`config.mk`:
```
export PLATFORM = sky130hd
export DESIGN_NAME = mips_multicycle_ctrl
export DESIGN_NICKNAME = d
export VERILOG_FILES = /design/src/rtl/mips_multicycle_ctrl.sv
export SDC_FILE = /design/constraint.sdc
export NUM_CORES = 1
export LEC_CHECK = 0
export ABC_AREA = 1
export CAP_MARGIN = 20
export CORE_AREA = 3 3 77 79
export DETAILED_ROUTE_END_ITERATION = 12
export DIE_AREA = 0 0 80 82
export PLACE_DENSITY_LB_ADDON = 0.25
export SLEW_MARGIN = 10
export SYNTH_ARGS = -nofsm -noshare
export SYNTH_HDL_FRONTEND = slang
export SYNTH_SLANG_ARGS = --single-unit
```
`constraint.sdc`:
```
create_clock -name clk -period 1.2 [get_ports clk]
set_input_delay 0.18 -clock clk [delete_from_list [all_inputs] [get_ports clk]]
set_output_delay 0.18 -clock clk [all_outputs]
set_load 0.01 [all_outputs]
```
`src/rtl/mips_multicycle_ctrl.sv`:
```
// Multicycle MIPS control FSM: sequences fetch/decode/execute/memory/writeback and drives datapath strobes.
// Optional build macro MIPS_CTRL_MEM_STALL_EN holds MEM_READ/MEM_WRITE until memReady is high.
module mips_multicycle_ctrl #(
  parameter int STATE_W = 4
) (
  input  logic               clk,
  input  logic               reset,
  input  logic [5:0]         opcode,
  input  logic [5:0]         funct,
  input  logic               zero,
  input  logic               memReady,
  output logic               registerDestination,
  output logic               aluSource,
  output logic               memoryToRegister,
  output logic               registerWrite,
  output logic               memoryWrite,
  output logic               memRead,
  output logic [2:0]         aluOpcode,
  output logic               pcWrite,
  output logic [1:0]         pcSource,
  output logic               instrWrite,
  output logic               illegal,
  output logic [STATE_W-1:0] state
);

  typedef enum logic [3:0] {
    FETCH     = 4'd0,
    DECODE    = 4'd1,
    EXEC_R    = 4'd2,
    WB_R      = 4'd3,
    EXEC_I    = 4'd4,
    WB_I      = 4'd5,
    MEM_ADDR  = 4'd6,
    MEM_READ  = 4'd7,
    WB_MEM    = 4'd8,
    MEM_WRITE = 4'd9,
    BRANCH    = 4'd10,
    JUMP      = 4'd11,
    TRAP      = 4'd12
  } state_t;

  typedef struct packed {
    logic       reg_dst;
    logic       alu_src;
    logic       mem_to_reg;
    logic       reg_write;
    logic       mem_write;
    logic       mem_read;
    logic [2:0] alu_op;
    logic       pc_write;
    logic [1:0] pc_source;
    logic       instr_write;
    logic       illegal;
    logic       branch;
  } ctrl_t;

  localparam logic [5:0] OP_RTYPE = 6'b000000;
  localparam logic [5:0] OP_ADDI  = 6'b001000;
  localparam logic [5:0] OP_LW    = 6'b100011;
  localparam logic [5:0] OP_SW    = 6'b101011;
  localparam logic [5:0] OP_BEQ   = 6'b000100;
  localparam logic [5:0] OP_J     = 6'b000010;

  state_t     state_reg, state_next;
  logic [5:0] funct_reg, funct_next;
  ctrl_t      ctrl_reg;
  logic       mem_hold;

`ifdef MIPS_CTRL_MEM_STALL_EN
  assign mem_hold = ~memReady;
`else
  logic unused_mem_ready;
  assign unused_mem_ready = memReady;
  assign mem_hold = 1'b0;
`endif

  function automatic logic funct_ok(input logic [5:0] f);
    return (f == 6'b100000) || (f == 6'b100010) || (f == 6'b100100) ||
           (f == 6'b100101) || (f == 6'b101010);
  endfunction

  function automatic logic [2:0] alu_of_funct(input logic [5:0] f);
    logic [2:0] op;
    op = 3'b010;
    case (f)
      6'b100010: op = 3'b110;
      6'b100100: op = 3'b000;
      6'b100101: op = 3'b001;
      6'b101010: op = 3'b111;
      default:   op = 3'b010;
    endcase
    return op;
  endfunction

  // Moore output table; the R-type ALU code comes from the funct latched in DECODE.
  function automatic ctrl_t outputs_of(input state_t s, input logic [5:0] f);
    ctrl_t c;
    c        = '0;
    c.alu_op = 3'b010;
    case (s)
      FETCH: begin
        c.instr_write = 1'b1;
        c.pc_write    = 1'b1;
      end
      EXEC_R: c.alu_op = alu_of_funct(f);
      WB_R: begin
        c.alu_op    = alu_of_funct(f);
        c.reg_dst   = 1'b1;
        c.reg_write = 1'b1;
      end
      EXEC_I, MEM_ADDR: c.alu_src = 1'b1;
      WB_I: begin
        c.alu_src   = 1'b1;
        c.reg_write = 1'b1;
      end
      MEM_READ: begin
        c.alu_src  = 1'b1;
        c.mem_read = 1'b1;
      end
      WB_MEM: begin
        c.alu_src    = 1'b1;
        c.mem_to_reg = 1'b1;
        c.reg_write  = 1'b1;
      end
      MEM_WRITE: begin
        c.alu_src   = 1'b1;
        c.mem_write = 1'b1;
      end
      BRANCH: begin
        c.alu_op    = 3'b110;
        c.pc_source = 2'b01;
        c.branch    = 1'b1;
      end
      JUMP: begin
        c.pc_source = 2'b10;
        c.pc_write  = 1'b1;
      end
      TRAP:    c.illegal = 1'b1;
      default: c = c;
    endcase
    return c;
  endfunction

  always_comb begin
    state_next = FETCH;
    funct_next = funct_reg;
    case (state_reg)
      FETCH: state_next = DECODE;
      DECODE: begin
        funct_next = funct;
        case (opcode)
          OP_RTYPE:     state_next = EXEC_R;
          OP_ADDI:      state_next = EXEC_I;
          OP_LW, OP_SW: state_next = MEM_ADDR;
          OP_BEQ:       state_next = BRANCH;
          OP_J:         state_next = JUMP;
          default:      state_next = TRAP;
        endcase
      end
      EXEC_R:    state_next = funct_ok(funct_reg) ? WB_R : TRAP;
      EXEC_I:    state_next = WB_I;
      MEM_ADDR:  state_next = (opcode == OP_LW) ? MEM_READ : MEM_WRITE;
      MEM_READ:  state_next = mem_hold ? MEM_READ : WB_MEM;
      MEM_WRITE: state_next = mem_hold ? MEM_WRITE : FETCH;
      TRAP:      state_next = TRAP;
      default:   state_next = FETCH;
    endcase
  end

  // Outputs are registered from the next state so they line up with state_reg.
  always_ff @(posedge clk or negedge reset) begin
    if (!reset) begin
      state_reg <= FETCH;
      funct_reg <= '0;
      ctrl_reg  <= outputs_of(FETCH, 6'b000000);
    end else begin
      state_reg <= state_next;
      funct_reg <= funct_next;
      ctrl_reg  <= outputs_of(state_next, funct_next);
    end
  end

  // Strobes are gated by reset so FETCH's write enables never show while reset is held.
  assign registerDestination = ctrl_reg.reg_dst;
  assign aluSource           = ctrl_reg.alu_src;
  assign memoryToRegister    = ctrl_reg.mem_to_reg;
  assign aluOpcode           = ctrl_reg.alu_op;
  assign pcSource            = ctrl_reg.pc_source;
  assign illegal             = ctrl_reg.illegal;
  assign registerWrite       = reset & ctrl_reg.reg_write;
  assign memoryWrite         = reset & ctrl_reg.mem_write;
  assign memRead             = reset & ctrl_reg.mem_read;
  assign instrWrite          = reset & ctrl_reg.instr_write;
  assign pcWrite             = reset & (ctrl_reg.pc_write | (ctrl_reg.branch & zero));
  assign state               = STATE_W'(state_reg);

endmodule

```
**After elaboration in Yosys (flattened, before gate mapping)**

Index checks and enable logic that the tools add are counted.

- Add/subtract/negate cells: 0
- Multipliers: 0
- Divide/modulo/power cells: 0
- Order comparisons: 0
- Equal/unequal tests: 31
- Shift operators: 0
- Muxes and demuxes: 18
- Bitwise operators: 7
- Reductions and logical operators: 12

Operators with widths:

| cell | number |
|---|---|
| $eq 6x6->1 const B | 11 |
| $eq 4x3->1 const B | 7 |
| $pmux 4 s7 | 1 |
| $eq 4x4->1 const B | 6 |
| $pmux 4 s5 | 1 |
| $eq 4x2->1 const B | 3 |
| $pmux 3 s4 | 1 |
| $mux 1 | 10 |
| $logic_not 4->1 | 2 |
| $mux 4 | 2 |
| $and 1x1->1 | 6 |
| $eq 6x2->1 const B | 1 |
| $eq 6x3->1 const B | 1 |
| $eq 6x4->1 const B | 1 |
| $logic_not 6->1 | 1 |
| $mux 6 | 1 |
| $pmux 3 s2 | 1 |
| $reduce_or 2->1 | 3 |
| $reduce_or 6->1 | 1 |
| $eq 4x1->1 const B | 1 |
| $logic_or 1x1->1 | 4 |
| $pmux 2 s2 | 1 |
| $reduce_or 3->1 | 1 |
| $or 1x1->1 | 1 |

- Bits in registers: 25
- Latch bits: 0
- RAM bits: 0
- Bits in read-only memories: 0
- Bits of input ports: 16
- Memories: 0

**Longest topological paths before layout**

- Word-level depth: 10
- Depth in mapped cells: 11
- Depth with buffers taken out: 11

**Least setup slack after synthesis**

Ideal clock, no wire load.

- Kind: reg2reg
- From: register state_reg[0], in the netlist state[0]
- To: register ctrl_reg, in the netlist aluOpcode[0]
- Setup time: 117 ps
- Arrival time: 1278 ps
- Required time: 1083 ps
- Path slack: -195 ps
- Cell stages (with the launch flop): 11
- Path buffers: 0
- Period minus slack after synthesis: 1395 ps
- Cells stage by stage: dfrtp_1 inv_2 nand2_1 nor2_1 nand3_2 nand3_1 inv_1 nand2_1 nor2_1 nand2_1 nor2_1

- Longest elaborated chain between the ends: 5
- Elaborated cells between the ends (all ways): 19

RTL lines:

| item | line | source |
|---|---|---|
| start: declaration | 64 | `state_t state_reg, state_next;` |
| start signal: assignment | 177 | `state_reg <= state_next;` |
| $eq 4x4->1, or another cell as far along | 147 | `case (state_reg)` |
| $pmux 4 s7 (*) | 147 |  |
| via state_next[2] | 64 |  |
| $eq 4x2->1 | 100 | `case (s)` |
| $reduce_or 2->1 (no line) | -- |  |
| $pmux 3 s2 (*) | 100 |  |
| end signal: assignment | 175 | `ctrl_reg <= outputs_of(FETCH, 6'b000000);` |
| end signal: assignment | 179 | `ctrl_reg <= outputs_of(state_next, funct_next);` |
| end: declaration | 66 | `ctrl_t ctrl_reg;` |

Mark *: on every way through the listed nets, which the timed path passes. The rest lies on a longest branch.

**Final worst setup path**

- From: register state_reg[3], in the netlist state[3]
- To: register ctrl_reg, in the netlist aluOpcode[0]

- Longest elaborated chain between the ends: 5
- Elaborated cells between the ends (all ways): 19

RTL lines:

| item | line |
|---|---|
| $eq 4x4->1, or another cell as far along | 147 |
| $pmux 4 s7 / $mux 6 (equally long branches) | 147 |
| $eq 4x2->1 / $eq 6x6->1 (equally long branches) | 100, 85 |
| $reduce_or 2->1 (no line) / $pmux 3 s4 (equally long branches) | -- |
| $pmux 3 s2 (*) | 100 |

Every way passes the cells marked *; elsewhere a longest branch is shown, timed or not.

==> metrics.cfg <==
[outcome]
status = finished, violations left
violations = negative setup slack

[die]
die-area_um2 = 6560
row_count = 27
chipWidth_um = 80
initial_core_util_pct = 24.61
die_y_um = 82
pin_count = 34
coreArea_um2 = 5405

[grt]
met2_usage_pct = 21.11
grt_pass1_vias = 1281
grt_max_degree = 21
grt_use_met3_pct = 1.754
antenna_found_initial = 0
grt_overflow = 0
grt_usage_pct = 11.36
grt_pass1_wl_um = 5651
met1_usage_pct = 12.47
grt-busiest-layer = met2

[synthesis]
ys_async_sr_fraction_pct = 100.0
synth_cells = 172
synth_fa_ha_area_share_pct = 0
synth_largest_area_cell = dfrtp_1
synth_edf_count = 0
synth-xor-area-share_pct = 0
synth_common_cells = nand2_1 (42), inv_1 (30), dfrtp_1 (21)
yosys.area_share.simple_pct = 34.90
synth_seq_cells = 24
synth.distinct_cells = 26
yosys_warnings = 0
synth_top_area_share_pct = 39.51
synth.area.top_cells = dfrtp_1 (40%), nand2_1 (12%), inv_1 (8.5%)
avgSynthCellArea_um2 = 7.733
synth.most_common_cell = nand2_1
synthMuxAreaShare_pct = 0
synth_compound_area_share_pct = 6.491
synthFlopType = dfrtp_1
synth_seq_area_share_pct = 45.44
synth_top_family_by_area = simple AND/OR/NAND/NOR gates
syn_nets = 188
synthesis.area_um2 = 1330

[timing]
worst_slew_pin_slew_ns = 0.2584
relSlewSlack_pct = 82.77
setup_tns_ns = -2.578
setup-violations-final = 18
post-route-period-util_pct = 124.1
hold_viol = 0
fin_ws_ns = -0.2891
rsz0062_at_grt = true
maxSlewViolCount = 0
skew_ns = 0.002572
fmax_mhz = 671.6
min_period_ns = 1.489

[final_layout]
drive_above_1_share_pct = 47.76
largest_reg_flops = 6
fin_util_pct = 42.66
antennaDiodeCount = 0
layout.nets = 262
area_delta_synth_final_pct = 73.38

[clock_tree]
cts.sinks = 24
clk_latency_ns = 0.27
cts_buffers = 3
clock_path_buffers = 2
htreeDepth = 1
tritoncts = built
cts-root-buf = clkbuf_8
cts.clk_slew.worst_paths_ns = 0.09

[worst_setup_path]
worstRegToRegCells = 8
r2r-end = aluOpcode[0]
path_max_fanout = 9
rrSetupSlack_ns = -0.29
cp.arrival_ns = 1.70
r2r-start = state[3]
crit_path_end_kind = register
start_kind = register
path_class = reg2reg
required_ns = 1.41

[pwr]
total_leakage_power_uw = 0.001203
power.density_nw_per_um2 = 2128
power.total_uw = 4907
peakVddDrop_mv = 0.8687

[worst_hold_path]
hp-class = in2async

[detailed_routing]
wirelength_um = 3505
viasPerCell = 4.060
drc = 0
firstDrtPassIters = 4
vias = 1287
ant_nets = 0
routedWlPerCell_um = 11.06
drt_iter0_markers = 31

[flow_run]
drv_cap = 0

[placed_design]
place_congestion = 0.7979
hpwl_um = 2504
place_ws_ns = -0.5493
io_buffers = 32

[worst max path at each step]
stage	start	to	slack, ns	depth (start not counted)
floorplan	state[0]	aluOpcode[0]	-0.16	9
global placement	opcode[1]	aluOpcode[0]	-0.52	9
detailed placement	opcode[1]	aluOpcode[0]	-0.55	9
CTS	state[0]	aluOpcode[2]	-0.28	10
global route	state[0]	aluOpcode[2]	-0.39	10
finish	state[3]	aluOpcode[0]	-0.29	8
[per-layer routing]
| layer | wire [um] | vias up |
|---|---|---|
| met4 | 60 | 0 |
| met5 | 0 | - |
| met1 | 1420 | 587 |
| li1 | - | 671 |
| met3 | 115 | 5 |
| met2 | 1909 | 24 |
[worst max-delay path, stage by stage (launching register included)]
cell and delay [ns]:
dfrtp_2 0.46, nor2_4 0.14, nand2_4 0.11, buf_12 0.16, o21ai_4 0.14, nand2_2 0.09
nor3_2 0.15, nor2_1 0.07, nor2_1 0.09
[power breakdown]
group / switching [uW] / total (uW) / internal [uW]
logic: 1490 / 2960 / 1470
registers: 160 / 1230 / 1070
clock network: 271 / 718 / 446
[cell families (layout without fill, tap and decap cells)]
kind of cell	Yosys count	count (layout)
AND/OR/NAND/NOR	96	96
flip-flops	24	24
AO/OA/AOI/OAI	13	13
buffers and inverters	39	112
[per-stage QoR]
stage / cells / hold WS, ns / area [um^2]
3_5_place_dp: 301 / 0.5647 / 1956
2_1_floorplan: 172 / -0.1156 / 1349
3_3_place_gp: 301 / 0.5655 / 1956
5_1_grt: 317 / 0.1200 / 2306
6_report: 317 / 0.08606 / 2306
4_1_cts: 313 / 0.09290 / 2157
[cell type report]
type                            instances  area [um^2]
Clock inverter                          1        30.03
Inverter                               33        128.9
Multi-Input combinational cell        109        753.2
Tap cell                               72        90.09
Sequential cell                        24        608.1
Timing Repair Buffer                   75        654.4
Clock buffer                            3        41.29
Fill cell                             544         3099
[timing repair]
item                                    CTS  global route
buffers inserted                          9             6
endpoints found under the setup margin   34            25
pin swaps                                 3            12
resized for setup                        70            35
gates cloned                              0             0
hold buffers                              0             0
[layout by cell type (no fill, tap or decap), types with 2 or more instances in the layout]
cell              n
dlygate4sd2_1     9
clkbuf_8          3
o21ai_4           2
nand2_4           3
a21oi_2           2
nand3_1           5
dfstp_2           3
nor3_2            4
clkdlybuf4s50_1  13
inv_1            26
nand3_2           5
nor2_4            9
nand4_1           4
buf_4            35
inv_2             6
clkdlybuf4s15_1   3
o21ai_2           2
dfrtp_1          18
nand2_1          35
o21ai_1           3
dfrtp_2           3
nor2_2            6
nand3_4           2
nor2_1           10
nand2_2          10
buf_6            10
buf_2             4
(Power assumes the default switching activity.)
